$ cat src/rtl/lcd_bus_monitor.sv
// Passive monitor for a 4-bit HD44780-style LCD bus: registers the bus, validates strobes,
// follows the power-on nibble sequence, assembles bytes and tracks the DDRAM cursor.
module lcd_bus_monitor #(
   parameter int MIN_E_HIGH = 12
) (
   input  logic       clk,
   input  logic       rst,
   input  logic       sf_e,
   input  logic       e,
   input  logic       rs,
   input  logic       rw,
   input  logic [3:0] db,
   output logic       byte_valid,
   output logic [7:0] byte_out,
   output logic       byte_is_data,
   output logic [6:0] ddram_addr,
   output logic       init_done,
   output logic       proto_err
);

   typedef enum logic [1:0] {INIT, HI, LO} state_t;

   state_t     state, state_nxt;
   logic       e_q, rs_q, rw_q, sf_e_q;
   logic [3:0] db_q;
   logic [3:0] cnt;
   logic [1:0] idx, idx_nxt;
   logic [3:0] hi_nib, hi_nib_nxt;
   logic       hi_rs, hi_rs_nxt;
   logic       init_nxt, emit, err;
   logic       strobe, live, wide, accept;
   logic [3:0] expect_nib;

   function automatic logic [6:0] next_addr(input logic [6:0] addr, input logic [7:0] b,
                                            input logic is_data);
      logic [6:0] a;
      a = addr;
      if (is_data) begin
         if (addr == 7'h27)      a = 7'h40;
         else if (addr == 7'h67) a = 7'h00;
         else                    a = addr + 7'd1;
      end else if (b[7]) begin
         a = b[6:0];
      end else if (b == 8'h01 || b == 8'h02) begin
         a = 7'h00;
      end
      return a;
   endfunction

   // Strobe width includes the current e_q-high cycle, so cnt+1 is the true width.
   assign strobe     = e_q & ~e;
   assign live       = strobe & ~sf_e_q & ~rw_q;
   assign wide       = (int'(cnt) + 1) >= MIN_E_HIGH;
   assign accept     = live & wide;
   assign expect_nib = (idx == 2'd3) ? 4'h2 : 4'h3;

   // Input registers and e-high counter
   always_ff @(posedge clk or posedge rst) begin
      if (rst) begin
         e_q    <= 1'b0;
         rs_q   <= 1'b0;
         rw_q   <= 1'b0;
         sf_e_q <= 1'b0;
         db_q   <= 4'h0;
         cnt    <= 4'h0;
      end else begin
         e_q    <= e;
         rs_q   <= rs;
         rw_q   <= rw;
         sf_e_q <= sf_e;
         db_q   <= db;
         if (!e_q)             cnt <= 4'h0;
         else if (cnt != 4'hF) cnt <= cnt + 4'd1;
      end
   end

   always_comb begin
      state_nxt  = state;
      idx_nxt    = idx;
      hi_nib_nxt = hi_nib;
      hi_rs_nxt  = hi_rs;
      init_nxt   = init_done;
      emit       = 1'b0;
      err        = live & ~wide;
      if (accept) begin
         unique case (state)
            INIT: begin
               if (!rs_q && db_q == expect_nib) begin
                  idx_nxt = idx + 2'd1;
                  if (idx == 2'd3) begin
                     init_nxt  = 1'b1;
                     state_nxt = HI;
                  end
               end else begin
                  err     = 1'b1;
                  idx_nxt = (!rs_q && db_q == 4'h3) ? 2'd1 : 2'd0;
               end
            end
            HI: begin
               hi_nib_nxt = db_q;
               hi_rs_nxt  = rs_q;
               state_nxt  = LO;
            end
            LO: begin
               if (rs_q == hi_rs) emit = 1'b1;
               else               err  = 1'b1;
               state_nxt = HI;
            end
            default: state_nxt = INIT;
         endcase
      end
   end

   // FSM state and registered outputs
   always_ff @(posedge clk or posedge rst) begin
      if (rst) begin
         state        <= INIT;
         idx          <= 2'd0;
         hi_nib       <= 4'h0;
         hi_rs        <= 1'b0;
         init_done    <= 1'b0;
         byte_valid   <= 1'b0;
         proto_err    <= 1'b0;
         byte_out     <= 8'h00;
         byte_is_data <= 1'b0;
         ddram_addr   <= 7'h00;
      end else begin
         state      <= state_nxt;
         idx        <= idx_nxt;
         hi_nib     <= hi_nib_nxt;
         hi_rs      <= hi_rs_nxt;
         init_done  <= init_nxt;
         byte_valid <= emit;
         proto_err  <= err;
         if (emit) begin
            byte_out     <= {hi_nib, db_q};
            byte_is_data <= hi_rs;
            ddram_addr   <= next_addr(ddram_addr, {hi_nib, db_q}, hi_rs);
         end
      end
   end

endmodule
$ cat config.mk
export PLATFORM = sky130hd
export DESIGN_NAME = lcd_bus_monitor
export DESIGN_NICKNAME = d
export VERILOG_FILES = /design/src/rtl/lcd_bus_monitor.sv
export SDC_FILE = /design/constraint.sdc
export NUM_CORES = 1
export LEC_CHECK = 0
export CAP_MARGIN = 15
export CORE_ASPECT_RATIO = 0.7
export CORE_UTILIZATION = 40
export CTS_BUF_LIST = sky130_fd_sc_hd__clkbuf_16
export DETAILED_ROUTE_END_ITERATION = 6
export GPL_ROUTABILITY_DRIVEN = 0
export HOLD_SLACK_MARGIN = 0.08
export SETUP_SLACK_MARGIN = 0.15
export SLEW_MARGIN = 25
export SYNTH_ARGS = -nofsm -noshare
export SYNTH_HDL_FRONTEND = slang
export SYNTH_SLANG_ARGS = --single-unit
$ cat constraint.sdc
create_clock -name clk -period 1.8 [get_ports clk]
set_input_delay 0.18 -clock clk [delete_from_list [all_inputs] [get_ports clk]]
set_output_delay 0.18 -clock clk [all_outputs]
set_load 0.005 [all_outputs]
## Yosys cells after proc, flatten, opt, wreduce, memory -nomap -nowiden

Cells that the tools add are included.

- Add/subtract/negate cells: 4
- Magnitude comparators: 1
- Equal/unequal tests: 14
- Muxes and demuxes: 20
- Bitwise logic cells: 9
- Reductions and logical operators: 11

Operator list:

| kind | number |
|---|---|
| two-way mux 7 bit | 5 |
| equality test 8 x 1 -> 1 bit (second input constant) | 1 |
| equality test 8 x 2 -> 1 bit (second input constant) | 1 |
| two-way mux 1 bit | 8 |
| two-way mux 4 bit | 2 |
| adder 7 x 1 -> 7 bit (second input constant) | 1 |
| equality test 7 x 6 -> 1 bit (second input constant) | 1 |
| equality test 7 bit (second input constant) | 1 |
| two-way mux 2 bit | 3 |
| one-hot mux 2 bit (3 select lines) | 1 |
| AND reduction 2 bit | 3 |
| adder 4 x 1 -> 5 bit (second input constant) | 1 |
| bitwise AND 1 bit | 5 |
| greater-or-equal comparator 5 x 4 -> 1 bit (second input constant) | 1 |
| adder 4 x 1 -> 4 bit (second input constant) | 1 |
| equality test 2 bit (second input constant) | 2 |
| equality test 4 x 2 -> 1 bit | 1 |
| equality test 4 x 2 -> 1 bit (second input constant) | 1 |
| inequality test 2 bit (second input constant) | 2 |
| inequality test 4 bit (second input constant) | 1 |
| inverter 1 bit | 4 |
| AND reduction 4 bit | 1 |
| AND reduction 3 bit | 1 |
| nonzero test 3 bit | 1 |
| other kinds (9) | 10 |

- Bits in registers: 40
- Bits of input ports: 10
- Output and inout bits: 19
- Logic and storage cells: 75

## Logic depth before layout (Yosys ltp)

Gate-level depths: netlist of run 1.

- Depth after elaboration: 8
- Gate-level depth with buffers: 7
- Gate-level depth less buffers: 6

## Least setup slack after synthesis of run 1

Ideal clock, no wire load.

- Path type: reg2reg
- From: reg cnt[0]
- To: reg hi_nib[0]
- Setup time: 0.125 ns
- Data arrival time: 1.858 ns
- Required time: 1.675 ns
- Slack: -0.183 ns
- Stages on the path, launching flop included: 7
- Path buffers: 0
- Clock period less this slack: 1.983 ns
- Cell sequence: dfrtp_1 > ha_1 > and4b_1 > a211oi_4 > nor2_1 > nand3b_2 > mux2_2

- Longest elaborated chain between the ends: 4

RTL lines:

| what | RTL line | RTL |
|---|---|---|
| start, declared | 26 | `logic [3:0] cnt;` |
| start signal, assigned | 73 | `else if (cnt != 4'hF) cnt <= cnt + 4'd1;` |
| adder 4 x 1 -> 5 bit | 53 | `assign wide = (int'(cnt) + 1) >= MIN_E_HIGH;` |
| greater-or-equal comparator 5 x 4 -> 1 bit | 53 |  |
| bitwise AND 1 bit | 54 | `assign accept = live & wide;` |
| AND reduction 2 bit (no source line) | - |  |
| end signal, assigned | 130 | `hi_nib <= hi_nib_nxt;` |
| end, declared | 28 | `logic [3:0] hi_nib, hi_nib_nxt;` |

Every way passes these cells.
A chain may end at the register's enable or synchronous reset.

## Final worst setup path of run 1

- From: reg cnt[0]
- To: reg byte_out[0]

- Longest elaborated chain between the ends: 4

RTL lines:

| what | RTL line | RTL |
|---|---|---|
| adder 4 x 1 -> 5 bit | 53 |  |
| greater-or-equal comparator 5 x 4 -> 1 bit | 53 |  |
| bitwise AND 1 bit | 54 |  |
| two-way mux 1 bit | 85 | `if (accept) begin` |
| end signal, assigned | 136 | `byte_out <= {hi_nib, db_q};` |
| end, declared | 14 | `output logic [7:0] byte_out,` |

Every way passes these cells.

==> results of run 1 <==
## state kept, by name (all words and copies together), names as in the netlist
name / flops
byte_is_data: 1
byte_out: 8
byte_valid: 1
cnt: 4
db_q: 4
ddram_addr: 7
e_q: 1
hi_nib: 4
hi_rs: 1
idx: 2
init_done: 1
proto_err: 1
rs_q: 1
rw_q: 1
sf_e_q: 1
state: 2
## kinds of logic after synthesis
family,after synthesis,synth area share
mux,16,0.09602
buf+inv,11,0.02772
flops,40,0.5409
simple gates,49,0.1569
fa+ha+maj,4,0.02705
xor+xnor,5,0.02366
compound gates,33,0.1278
## worst max path at each step
stage	end	slack [ns]	depth (start not counted)
finish	byte_out[0]	-0.07	7
floorplan	byte_is_data	-0.08	6
global placement	byte_out[4]	-0.29	6
global route	ddram_addr[4]	-0.17	7
CTS	byte_out[0]	-0.07	7
detailed placement	hi_nib[0]	-0.34	6
## cell usage in the layout (no fill, tap or decap), types with 3 or more instances in the layout
cell type,instances
nor2b_1,3
nor3_1,5
nand2_2,3
inv_1,8
o21ai_1,3
buf_6,9
o21ai_2,6
nor2_1,8
buf_12,3
buf_4,21
dfrtp_1,40
o21ai_0,3
a21oi_1,5
xor2_1,4
clkdlybuf4s50_1,28
nand2_1,5
and3_1,3
clkbuf_16,5
nand4_1,3
nand3_1,6
mux2_4,14
## stage by stage
step                      setup TNS [ns]  std cells  worst slack, ns  hold WS, ns
after detailed placement          -7.083        260          -0.3437       0.4660
after global placement            -5.751        260          -0.2882       0.4624
after CTS                         -1.112        275         -0.06918       0.3356
after global routing              -2.396        277          -0.1700       0.3328
final                            -0.7680        277         -0.07163       0.3299
after floorplan                  -0.9663        158         -0.07784       0.2114
## cells in the mapped netlist (all sizes together)
library cell	count
o211ai	3
inv	7
a311o	1
o21a	1
o21ai	12
buf	3
o31ai	1
nor2b	4
nand3b	2
nor3	6
dfrtp	40
a31o	1
nor2	9
mux2i	2
nand3	6
nand2	8
a21oi	7
xor2	4
nor4b	1
and3	3
ha	4
and4b	1
mux2	14
xnor2	1
o221ai	1
o2111ai	1
a31oi	1
clkbuf	1
a211oi	2
nand4	3
o21ba	1
a32oi	1
nand2b	1
nor4	2
and2	2
or4b	1
## tightest hold or removal path: cells and delay by family
family	cells	cell delay, ns
buffers and inverters	3	0.87
## layout make-up
type	count	area [µm²]
clock buffers	5	125.1
clock inverters	2	8.758
fillers	343	1602
inverters	7	26.28
multi-input cells	107	948.4
flip-flops and latches	40	1001
well taps	55	68.82
repair buffers	61	599.3
## where the power goes
group | switching, mW | internal (mW) | total [mW]
clock network | 0.317 | 0.497 | 0.814
logic | 0.0456 | 0.0515 | 0.0971
registers | 0.0187 | 0.915 | 0.934
## layer usage
layer / vias up / track usage / routed length, µm
met4: 0 / 0.08128 / 55
met1: 757 / 0.2653 / 2131
met3: 6 / 0.05470 / 208
li1: 698 / - / -
met5: - / 0 / 0
met2: 35 / 0.2845 / 2158
## what timing repair did
action,4_1_cts,5_1_grt
endpoints found under the setup margin,27,28
pin swaps,5,11
setup buffers,8,2
gates cloned,0,0
gates resized for setup,22,17
==> key figures, run 1 <==
STA
  – Final clock skew: 0.003374 ns
  – Final-report hold violation count: 0
  – Tmin final: 1.872 ns
  – Normalized max-slew margin: 0.6648
  – Worst-Margin Slew: 0.5027 ns
  – Final worst path period share: 1.040
  – Final max-slew violation count: 0
  – RSZ-0062 raised after global routing: yes
  – # setup viols final: 15
  – FMAX: 534.3 MHz
  – Final Worst Setup Slack: -0.07163 ns

Floorplanning
  – Chip height: 58.91 µm
  – Area of the die: 4906 µm²
  – Die width: 83.30 µm
  – Site row count: 20
  – Starting Density: 0.4226
  – Core area: 4379 µm²
  – Top-level port count: 29

Critical path
  – Crit-path max FO: 10
  – CP endpoint kind: register
  – Crit-path slowest cell: dfrtp_1
  – CP top delay family: simple AND/OR/NAND/NOR gates
  – Reg2reg end: byte_out[0]
  – Critical path class: reg -> reg
  – Arrival time worst endpoint: 2.03 ns
  – Worst Reg-to-Reg Cells: 7
  – Worst Setup SP: cnt[0]
  – Critical path's largest stage delay: 0.41 ns
  – Buf+Inv Stages, Crit Path: 2
  – CP cell instances: ha_2 -> and4b_1 -> a211oi_4 -> buf_4 -> nor2b_4 -> buf_12 -> mux2_4
  – Reg2reg start: cnt[0]
  – Startpoint type of the worst setup path: register
  – Worst Path Required: 1.96 ns
  – R2R setup slack: -0.07 ns

Outcome
  – Status: finished with violations
  – Violated checks: setup timing

Placement
  – Detailed Place HPWL: 2.906 mm
  – Placed Area: 2412 µm²
  – IO buf count: 28

Hold path
  – HP Class: in -> async

Clock network
  – CTS buffer count: 5
  – H-tree depth: 2
  – CTS clock-pin slew for the worst setup and hold paths: 0.06 ns
  – CTS tree: built
  – Root Buffer Master: clkbuf_16
  – Clk sink count: 40
  – Worst-Skew Late Latency: 0.27 ns
  – Hold_buf cts: 0
  – CTS Buffer Depth: 2

Synthesis
  – Yosys warnings: 0
  – Post-synth top area share: 0.5409
  – Mapped Cells: 158
  – Largest area contributor in the netlist: dfrtp_1
  – Syn avg cell area: 11.71 µm²
  – Cell variety after synth: 45
  – Cell area after synthesis: 1851 µm²
  – Count of state elements after synthesis: 40
  – Syn Nets: 172
  – Largest cells by area after synthesis: dfrtp_1 (54%), mux2_1 (4.3%), mux2_2 (4.3%), o21ai_0 (3.2%), ha_1 (2.7%)
  – Sequential fraction of the synthesis area: 0.5409

GRT
  – Largest net degree at the start of global routing: 41
  – Gr usage total: 0.1915
  – Initial antenna violation count: 0
  – First-pass GRT wire length: 7.155 mm
  – Total gr overflow: 0
  – Vias in the first global route: 1,463

Cells and area
  – Area grow syn2layout: 50.10%
  – Diodes inserted: 0
  – Share of cells above drive strength 1: 0.3514
  – Final #Nets: 236
  – Utilization after layout: 0.6343
  – Post-Layout Inst Area: 2778 µm²

Drt
  – Via/cell ratio: 5.401
  – Antenna Nets Post-Route: 0
  – Initial DRC Count: 81
  – First-pass DRT Iterations: 4
  – Via count: 1,496
  – Final WL: 4.554 mm
  – Average wire per standard cell: 16.44 µm
  – Residual DRC: 0

Power
  – Tot Pwr: 1.845 mW
  – Pwr Density: 664.3 nW/µm²
  – Pleak: 1.278 nW
  – Maximum VDD drop: 0.0005289 V

Job
  – Max cap viols: 0
Power figures use the tool's default switching activity.
==> run 2: changes to the inputs <==
--- a/config.mk
+++ b/config.mk
@@ -12,6 +12,7 @@
 export DETAILED_ROUTE_END_ITERATION = 6
 export GPL_ROUTABILITY_DRIVEN = 0
 export HOLD_SLACK_MARGIN = 0.08
+export RECOVER_POWER = 50
 export SETUP_SLACK_MARGIN = 0.15
 export SLEW_MARGIN = 25
 export SYNTH_ARGS = -nofsm -noshare
==> run 2 against run 1 <==
  * The run still ends with setup timing left
  * Final cell count is the same
  * Clock skew is essentially flat
  * Clock power about the same
  * Critical path depth stayed put
  * Final area is essentially flat
  * Global-route usage unchanged
  * Die area stayed put
  * Hold slack better by 0.063 ns
  * Count of clock-buffer cells in the layout unchanged
  * Setup slack barely moved
  * Sequential power is essentially flat
==> key figures, run 2 (synthesis gave the netlist of run 1 again) <==
Clock network
  – Worst-Skew Late Latency: 0.27 ns (about the same)
  – Root Buffer Master: clkbuf_16 (unchanged)
  – CTS Buffer Depth: 2 (unchanged)
  – CTS clock-pin slew for the worst setup and hold paths: 0.06 ns (about the same)
  – CTS buffer count: 5 (unchanged)
  – Clk sink count: 40 (unchanged)
  – H-tree depth: 2 (unchanged)
  – CTS tree: built (unchanged)

Drt
  – Residual DRC: 0 (unchanged)
  – Via/cell ratio: 5.401 (unchanged)
  – Average wire per standard cell: 16.44 µm (about the same)
  – Initial DRC Count: 81 (unchanged)
  – Antenna Nets Post-Route: 0 (unchanged)
  – Final WL: 4.553 mm (was 4.554 mm)
  – Via count: 1,496 (unchanged)
  – First-pass DRT Iterations: 4 (unchanged)

Placement
  – Pre-CTS setup slack: -0.3437 ns (unchanged)
  – Cell count after placement: 260 (unchanged)
  – IO buf count: 28 (unchanged)
  – Detailed Place HPWL: 2.906 mm (unchanged)

Hold path
  – HP Class: in -> reg (was in -> async)
  – WHS Endpoint: e_q
  – Hold Crit Depth: 1
  – HP Start: e

GRT
  – First-pass GRT wire length: 7.155 mm (unchanged)
  – Initial antenna violation count: 0 (unchanged)
  – Total gr overflow: 0 (unchanged)
  – Gr usage total: 0.1915 (unchanged)
  – Largest net degree at the start of global routing: 41 (unchanged)
  – Vias in the first global route: 1,463 (unchanged)

STA
  – Worst-Margin Slew: 0.9871 ns (was 0.5027 ns)
  – Final worst path period share: 1.040 (about the same)
  – Final Worst Setup Slack: -0.07162 ns (was -0.07163 ns)
  – # setup viols final: 15 (unchanged)
  – Final-report hold violation count: 0 (unchanged)
  – FMAX: 534.3 MHz (about the same)
  – Final clock skew: 0.003374 ns (about the same)
  – Tmin final: 1.872 ns (about the same)
  – Normalized max-slew margin: 0.3419 (was 0.6648)
  – RSZ-0062 raised after global routing: yes (unchanged)
  – Final max-slew violation count: 0 (unchanged)

Critical path
  – Arrival time worst endpoint: 2.03 ns (about the same)
  – Crit-path max FO: 10 (unchanged)
  – Worst Reg-to-Reg Cells: 7 (unchanged)
  – Reg2reg start: cnt[0] (unchanged)
  – Startpoint type of the worst setup path: register (unchanged)
  – Worst Path Required: 1.96 ns (about the same)
  – Reg2reg end: byte_out[0] (unchanged)
  – Critical path class: reg -> reg (unchanged)
  – R2R setup slack: -0.07 ns (about the same)
  – CP endpoint kind: register (unchanged)

Floorplanning
  – Core area: 4379 µm² (unchanged)
  – Starting Density: 0.4226 (unchanged)
  – Site row count: 20 (unchanged)
  – Chip height: 58.91 µm (unchanged)
  – Area of the die: 4906 µm² (unchanged)
  – Top-level port count: 29 (unchanged)
  – Die width: 83.30 µm (unchanged)

Cells and area
  – Largest register by flop count: byte_out (unchanged)
  – Share of cells above drive strength 1: 0.3514 (unchanged)
  – Max reg flops: 8 (unchanged)
  – Final #Nets: 236 (unchanged)
  – Top flop regs: byte_out (8), ddram_addr (7) (unchanged)
  – Fillers: 344 (was 343)
  – Area grow syn2layout: 49.97% (was 50.10%)
  – Leading cell types in the layout, fill and taps excluded: dfrtp_1 (40), clkdlybuf4s50_1 (20), buf_4 (20) (was dfrtp_1 (40), clkdlybuf4s50_1 (28), buf_4 (21))
  – Commonest non-fill, non-tap cell in the layout: dfrtp_1 (unchanged)
  – Diodes inserted: 0 (unchanged)
  – Non-Filler Instances: 277 (unchanged)

Outcome
  – Violated checks: setup timing (unchanged)
  – Status: finished with violations (unchanged)

Power
  – Pleak: 1.279 nW (was 1.278 nW)
  – Maximum VDD drop: 0.0005250 V (was 0.0005289 V)
  – Cell-internal power: 1.459 mW (was 1.464 mW)
  – Clock power frac: 0.442 (was 0.441)
  – Switching share of power: 0.2073 (was 0.2068)
  – Pwr Density: 663.4 nW/µm² (was 664.3 nW/µm²)
  – Logic pwr share: 0.050 (was 0.053)
  – P_sw: 0.3816 mW (about the same)
  – Seq pwr share: 0.507 (was 0.506)

Job
  – Max cap viols: 0 (unchanged)
run 2: cell type report:
class,instances,area (µm²),area share
repair buffers,61,596.8,0.2151
clock buffers,5,125.1,0.04509
multi-input cells,107,948.4,0.3417
flip-flops and latches,40,1001,0.3607
well taps,55,68.82,0.02480
inverters,7,26.28,0.009468
clock inverters,2,8.758,0.003156
run 2: what timing repair did:
action,CTS,global route
pin swaps,5,11
gates resized for setup,22,17
setup endpoints to repair,27,28
hold buffers,0,0
buffers inserted,8,2
run 2: how the worst max path moves through the flow:
stage            from             to  slack [ns]  cells after the start
3_5_place_dp        e      hi_nib[0]       -0.34                      6
5_1_grt        cnt[0]  ddram_addr[4]       -0.17                      7
3_3_place_gp        e    byte_out[4]       -0.29                      6
4_1_cts        cnt[0]    byte_out[0]       -0.07                      7
2_1_floorplan  sf_e_q   byte_is_data       -0.08                      6
6_report       cnt[0]    byte_out[0]       -0.07                      7
run 2: power groups by stage:
stage	Combinational [mW]	Sequential, mW	Clock [mW]
floorplan	0.0374	0.944	0
global placement	0.0820	0.946	0
detailed placement	0.0866	0.948	0
CTS	0.0970	0.932	0.831
global route	0.104	0.935	0.866
finish	0.0929	0.934	0.814
run 2: metal layers:
metal,wire [µm],track usage,vias up,part of all wire
met3,208,0.05470,6,0.046
met1,2132,0.2653,757,0.47
met4,55,0.08128,0,0.012
met2,2157,0.2845,35,0.47
met5,0,0,-,0
li1,-,-,698,-
run 2: critical path, cell delays in order (launching register included):
cell	delay, ns
dfrtp_1	0.41
ha_2	0.20
and4b_1	0.30
a211oi_4	0.08
buf_4	0.15
nor2b_4	0.14
buf_12	0.16
mux2_4	0.30
run 2: per-stage QoR:
step | utilization | setup TNS [ns] | area [µm²] | power [mW] | hold WS, ns
final | 0.6337 | -0.7680 | 2775 | 1.841 | 0.3934
after global routing | 0.6337 | -2.396 | 2775 | 1.905 | 0.4033
after CTS | 0.6126 | -1.112 | 2683 | 1.860 | 0.3356
after detailed placement | 0.5509 | -7.083 | 2412 | 1.035 | 0.4660
after global placement | 0.5509 | -5.751 | 2412 | 1.028 | 0.4624
after floorplan | - | -0.9663 | 1903 | 0.9814 | 0.2114
==> run 3: changes to the inputs <==
--- a/config.mk
+++ b/config.mk
@@ -5,12 +5,13 @@
 export SDC_FILE = /design/constraint.sdc
 export NUM_CORES = 1
 export LEC_CHECK = 0
-export CAP_MARGIN = 15
+export CAP_MARGIN = 20
 export CORE_ASPECT_RATIO = 0.7
 export CORE_UTILIZATION = 40
 export CTS_BUF_LIST = sky130_fd_sc_hd__clkbuf_16
 export DETAILED_ROUTE_END_ITERATION = 6
 export GPL_ROUTABILITY_DRIVEN = 0
+export GPL_TIMING_DRIVEN = 0
 export HOLD_SLACK_MARGIN = 0.08
 export RECOVER_POWER = 50
 export SETUP_SLACK_MARGIN = 0.15
==> run 3 against run 2 <==
  * The flow still finishes with violations (setup timing)
  * Count of clock-buffer cells in the layout unchanged
  * Clock power increased by 3.7%
  * Final cell count decreased by 3.2%
  * Non-clock buffer count decreased by 10
  * Critical path depth unchanged
  * Clock skew about the same
  * Hold slack got worse by 0.018 ns
  * Register-to-register slack got worse by 0.12 ns
  * Utilization decreased by 2.0 points
  * First-iteration DRC count increased by 4.9%
  * Via count decreased by 4.2%
  * Setup slack got worse by 0.12 ns
  * Critical path type unchanged
  * Highest routed layer unchanged
==> key figures, run 3 (synthesis gave the netlist of run 1 again) <==
Placement
  – Detailed Place HPWL: 2.749 mm (was 2.906 mm)
  – Placed Area: 2280 µm² (was 2412 µm²)
  – Cell count after placement: 242 (was 260)
  – IO buf count: 28 (unchanged)

Clock network
  – Root Buffer Master: clkbuf_16 (unchanged)
  – CTS buffer count: 5 (unchanged)
  – Worst-Skew Late Latency: 0.28 ns (was 0.27 ns)
  – CTS clock-pin slew for the worst setup and hold paths: 0.06 ns (about the same)
  – Hold_buf cts: 0 (unchanged)
  – CTS tree: built (unchanged)
  – Clk sink count: 40 (unchanged)
  – H-tree depth: 2 (unchanged)
  – CTS Buffer Depth: 2 (unchanged)

Outcome
  – Violated checks: setup timing (unchanged)
  – Status: finished with violations (unchanged)

Drt
  – Antenna Nets Post-Route: 0 (unchanged)
  – Initial DRC Count: 85 (was 81)
  – Residual DRC: 0 (unchanged)
  – Via/cell ratio: 5.347 (was 5.401)
  – Via count: 1,433 (was 1,496)
  – First-pass DRT Iterations: 4 (unchanged)
  – Final WL: 4.328 mm (was 4.553 mm)
  – Average wire per standard cell: 16.15 µm (was 16.44 µm)

STA
  – Final Worst Setup Slack: -0.1893 ns (was -0.07162 ns)
  – Final clock skew: 0.003481 ns (was 0.003374 ns)
  – # setup viols final: 25 (was 15)
  – Hold WS: 0.3749 ns (was 0.3934 ns)
  – Tmin final: 1.989 ns (was 1.872 ns)
  – Worst-Margin Slew: 0.7285 ns (was 0.9871 ns)
  – Final worst path period share: 1.105 (was 1.040)
  – RSZ-0062 raised after global routing: yes (unchanged)
  – Normalized max-slew margin: 0.5138 (was 0.3419)
  – Final-report hold violation count: 0 (unchanged)
  – FMAX: 502.7 MHz (was 534.3 MHz)
  – Final max-slew violation count: 0 (unchanged)

Critical path
  – CP cell instances: or4b_4 -> buf_6 -> nor3_4 -> nor2b_4 -> buf_4 -> buf_16 -> mux2_4 (was ha_2 -> and4b_1 -> a211oi_4 -> buf_4 -> nor2b_4 -> buf_12 -> mux2_4)
  – Worst Reg-to-Reg Cells: 7 (unchanged)
  – Worst Path Required: 1.97 ns (was 1.96 ns)
  – Crit-path slowest cell: or4b_4 (was dfrtp_1)
  – Arrival time worst endpoint: 2.15 ns (was 2.03 ns)
  – CP endpoint kind: register (unchanged)
  – Critical path class: reg -> reg (unchanged)
  – Critical path's largest stage delay: 0.53 ns (was 0.41 ns)
  – Crit-path max FO: 5 (was 10)
  – Startpoint type of the worst setup path: register (unchanged)

Cells and area
  – Non-Filler Instances: 268 (was 277)
  – Diodes inserted: 0 (unchanged)
  – Top flop regs: byte_out (8), ddram_addr (7) (unchanged)
  – Largest register by flop count: byte_out (unchanged)
  – Leading cell types in the layout, fill and taps excluded: dfrtp_1 (39), clkdlybuf4s50_1 (20), buf_6 (11), mux2_4 (11) (was dfrtp_1 (40), clkdlybuf4s50_1 (20), buf_4 (20))
  – Share of cells above drive strength 1: 0.3239 (was 0.3514)
  – Max reg flops: 8 (unchanged)
  – Post-Layout Inst Area: 2689 µm² (was 2775 µm²)
  – Utilization after layout: 0.6140 (was 0.6337)
  – Commonest non-fill, non-tap cell in the layout: dfrtp_1 (unchanged)
  – Final #Nets: 226 (was 236)
  – Area grow syn2layout: 45.30% (was 49.97%)

Floorplanning
  – Site row count: 20 (unchanged)
  – Core area: 4379 µm² (unchanged)
  – Starting Density: 0.4226 (unchanged)
  – Area of the die: 4906 µm² (unchanged)
  – Top-level port count: 29 (unchanged)
  – Chip height: 58.91 µm (unchanged)
  – Die width: 83.30 µm (unchanged)

Hold path
  – Hold Crit Depth: 1 (unchanged)
  – HP Class: in -> reg (unchanged)

Power
  – P_sw: 0.4022 mW (was 0.3816 mW)
  – Pwr Density: 691.1 nW/µm² (was 663.4 nW/µm²)
  – Pleak: 1.214 nW (was 1.279 nW)
  – Clock power frac: 0.454 (was 0.442)
  – Switching share of power: 0.2165 (was 0.2073)
  – Cell-internal power: 1.456 mW (was 1.459 mW)
  – Seq pwr share: 0.504 (was 0.507)
  – Maximum VDD drop: 0.0003785 V (was 0.0005250 V)
  – Logic pwr share: 0.042 (was 0.050)

GRT
  – Largest net degree at the start of global routing: 23 (was 41)
  – Total gr overflow: 0 (unchanged)
  – Vias in the first global route: 1,493 (was 1,463)
  – First-pass GRT wire length: 7.265 mm (was 7.155 mm)
  – Gr usage total: 0.1941 (was 0.1915)
  – Initial antenna violation count: 0 (unchanged)

Job
  – Max cap viols: 0 (unchanged)
run 3: cell count changes in the layout (fill, tap and decap cells not counted), moves of 2 or more:
| cell | before | now |
|---|---|---|
| a21oi_4 | 2 | 0 |
| buf_12 | 3 | 0 |
| buf_4 | 20 | 8 |
| buf_6 | 9 | 11 |
| mux2_2 | 0 | 3 |
| mux2_4 | 14 | 11 |
run 3: final cells by class:
type | count | area (µm²)
inverter | 7 | 26.28
multi-input combinational | 107 | 937.1
clock inverter | 3 | 13.76
buffer | 4 | 41.29
fill | 347 | 1690
sequential | 40 | 1002
tap | 55 | 68.82
timing repair buffer | 47 | 474.2
clock buffer | 5 | 125.1
run 3: metrics by stage:
stage,TNS (ns),setup WS [ns],power (mW)
5_1_grt,-4.391,-0.2456,1.930
6_report,-3.082,-0.1893,1.858
4_1_cts,-2.754,-0.1798,1.874
3_5_place_dp,-7.551,-0.4660,1.026
3_3_place_gp,-11.15,-0.4478,1.014
2_1_floorplan,-0.9663,-0.07784,0.9814
run 3: worst paths after layout:
kind	slack, ns	start	to
worst max-delay path	-0.19	sf_e_q	byte_out[4]
worst min-delay path	0.37	e	e_q
worst max register to register	-0.19	sf_e_q	byte_out[4]
worst min register to register	0.50	init_done	init_done
max in group asynchronous	0.35	rst	hi_nib[3]
min in group asynchronous	0.46	rst	cnt[0]
run 3: metal layers:
metal	global-route usage	vias up	routed length, µm
li1	-	676	-
met1	0.2616	720	2122
met2	0.3115	28	2008
met3	0.04348	9	137
met4	0.07635	0	59
met5	0	-	0
run 3: worst max-delay path, delay by kind of cell, from the launching register on:
family                 cells  cell delay [ns]
AND/OR/NAND/NOR            3             0.83
multiplexers               1             0.29
flip-flops                 1             0.37
buffers and inverters      3             0.39
run 3: power by group through the flow:
stage / Combinational (mW) / Clock, mW / Sequential [mW]
finish: 0.0774 / 0.844 / 0.937
global route: 0.0874 / 0.905 / 0.937
CTS: 0.0838 / 0.855 / 0.936
detailed placement: 0.0763 / 0 / 0.950
global placement: 0.0653 / 0 / 0.949
floorplan: 0.0374 / 0 / 0.944
run 3: repair_timing:
item                       4_1_cts  5_1_grt
cloned                           2        0
pin swaps                        6        6
setup endpoints to repair       27       28
gates resized for setup         30       11
buffers inserted                12        4
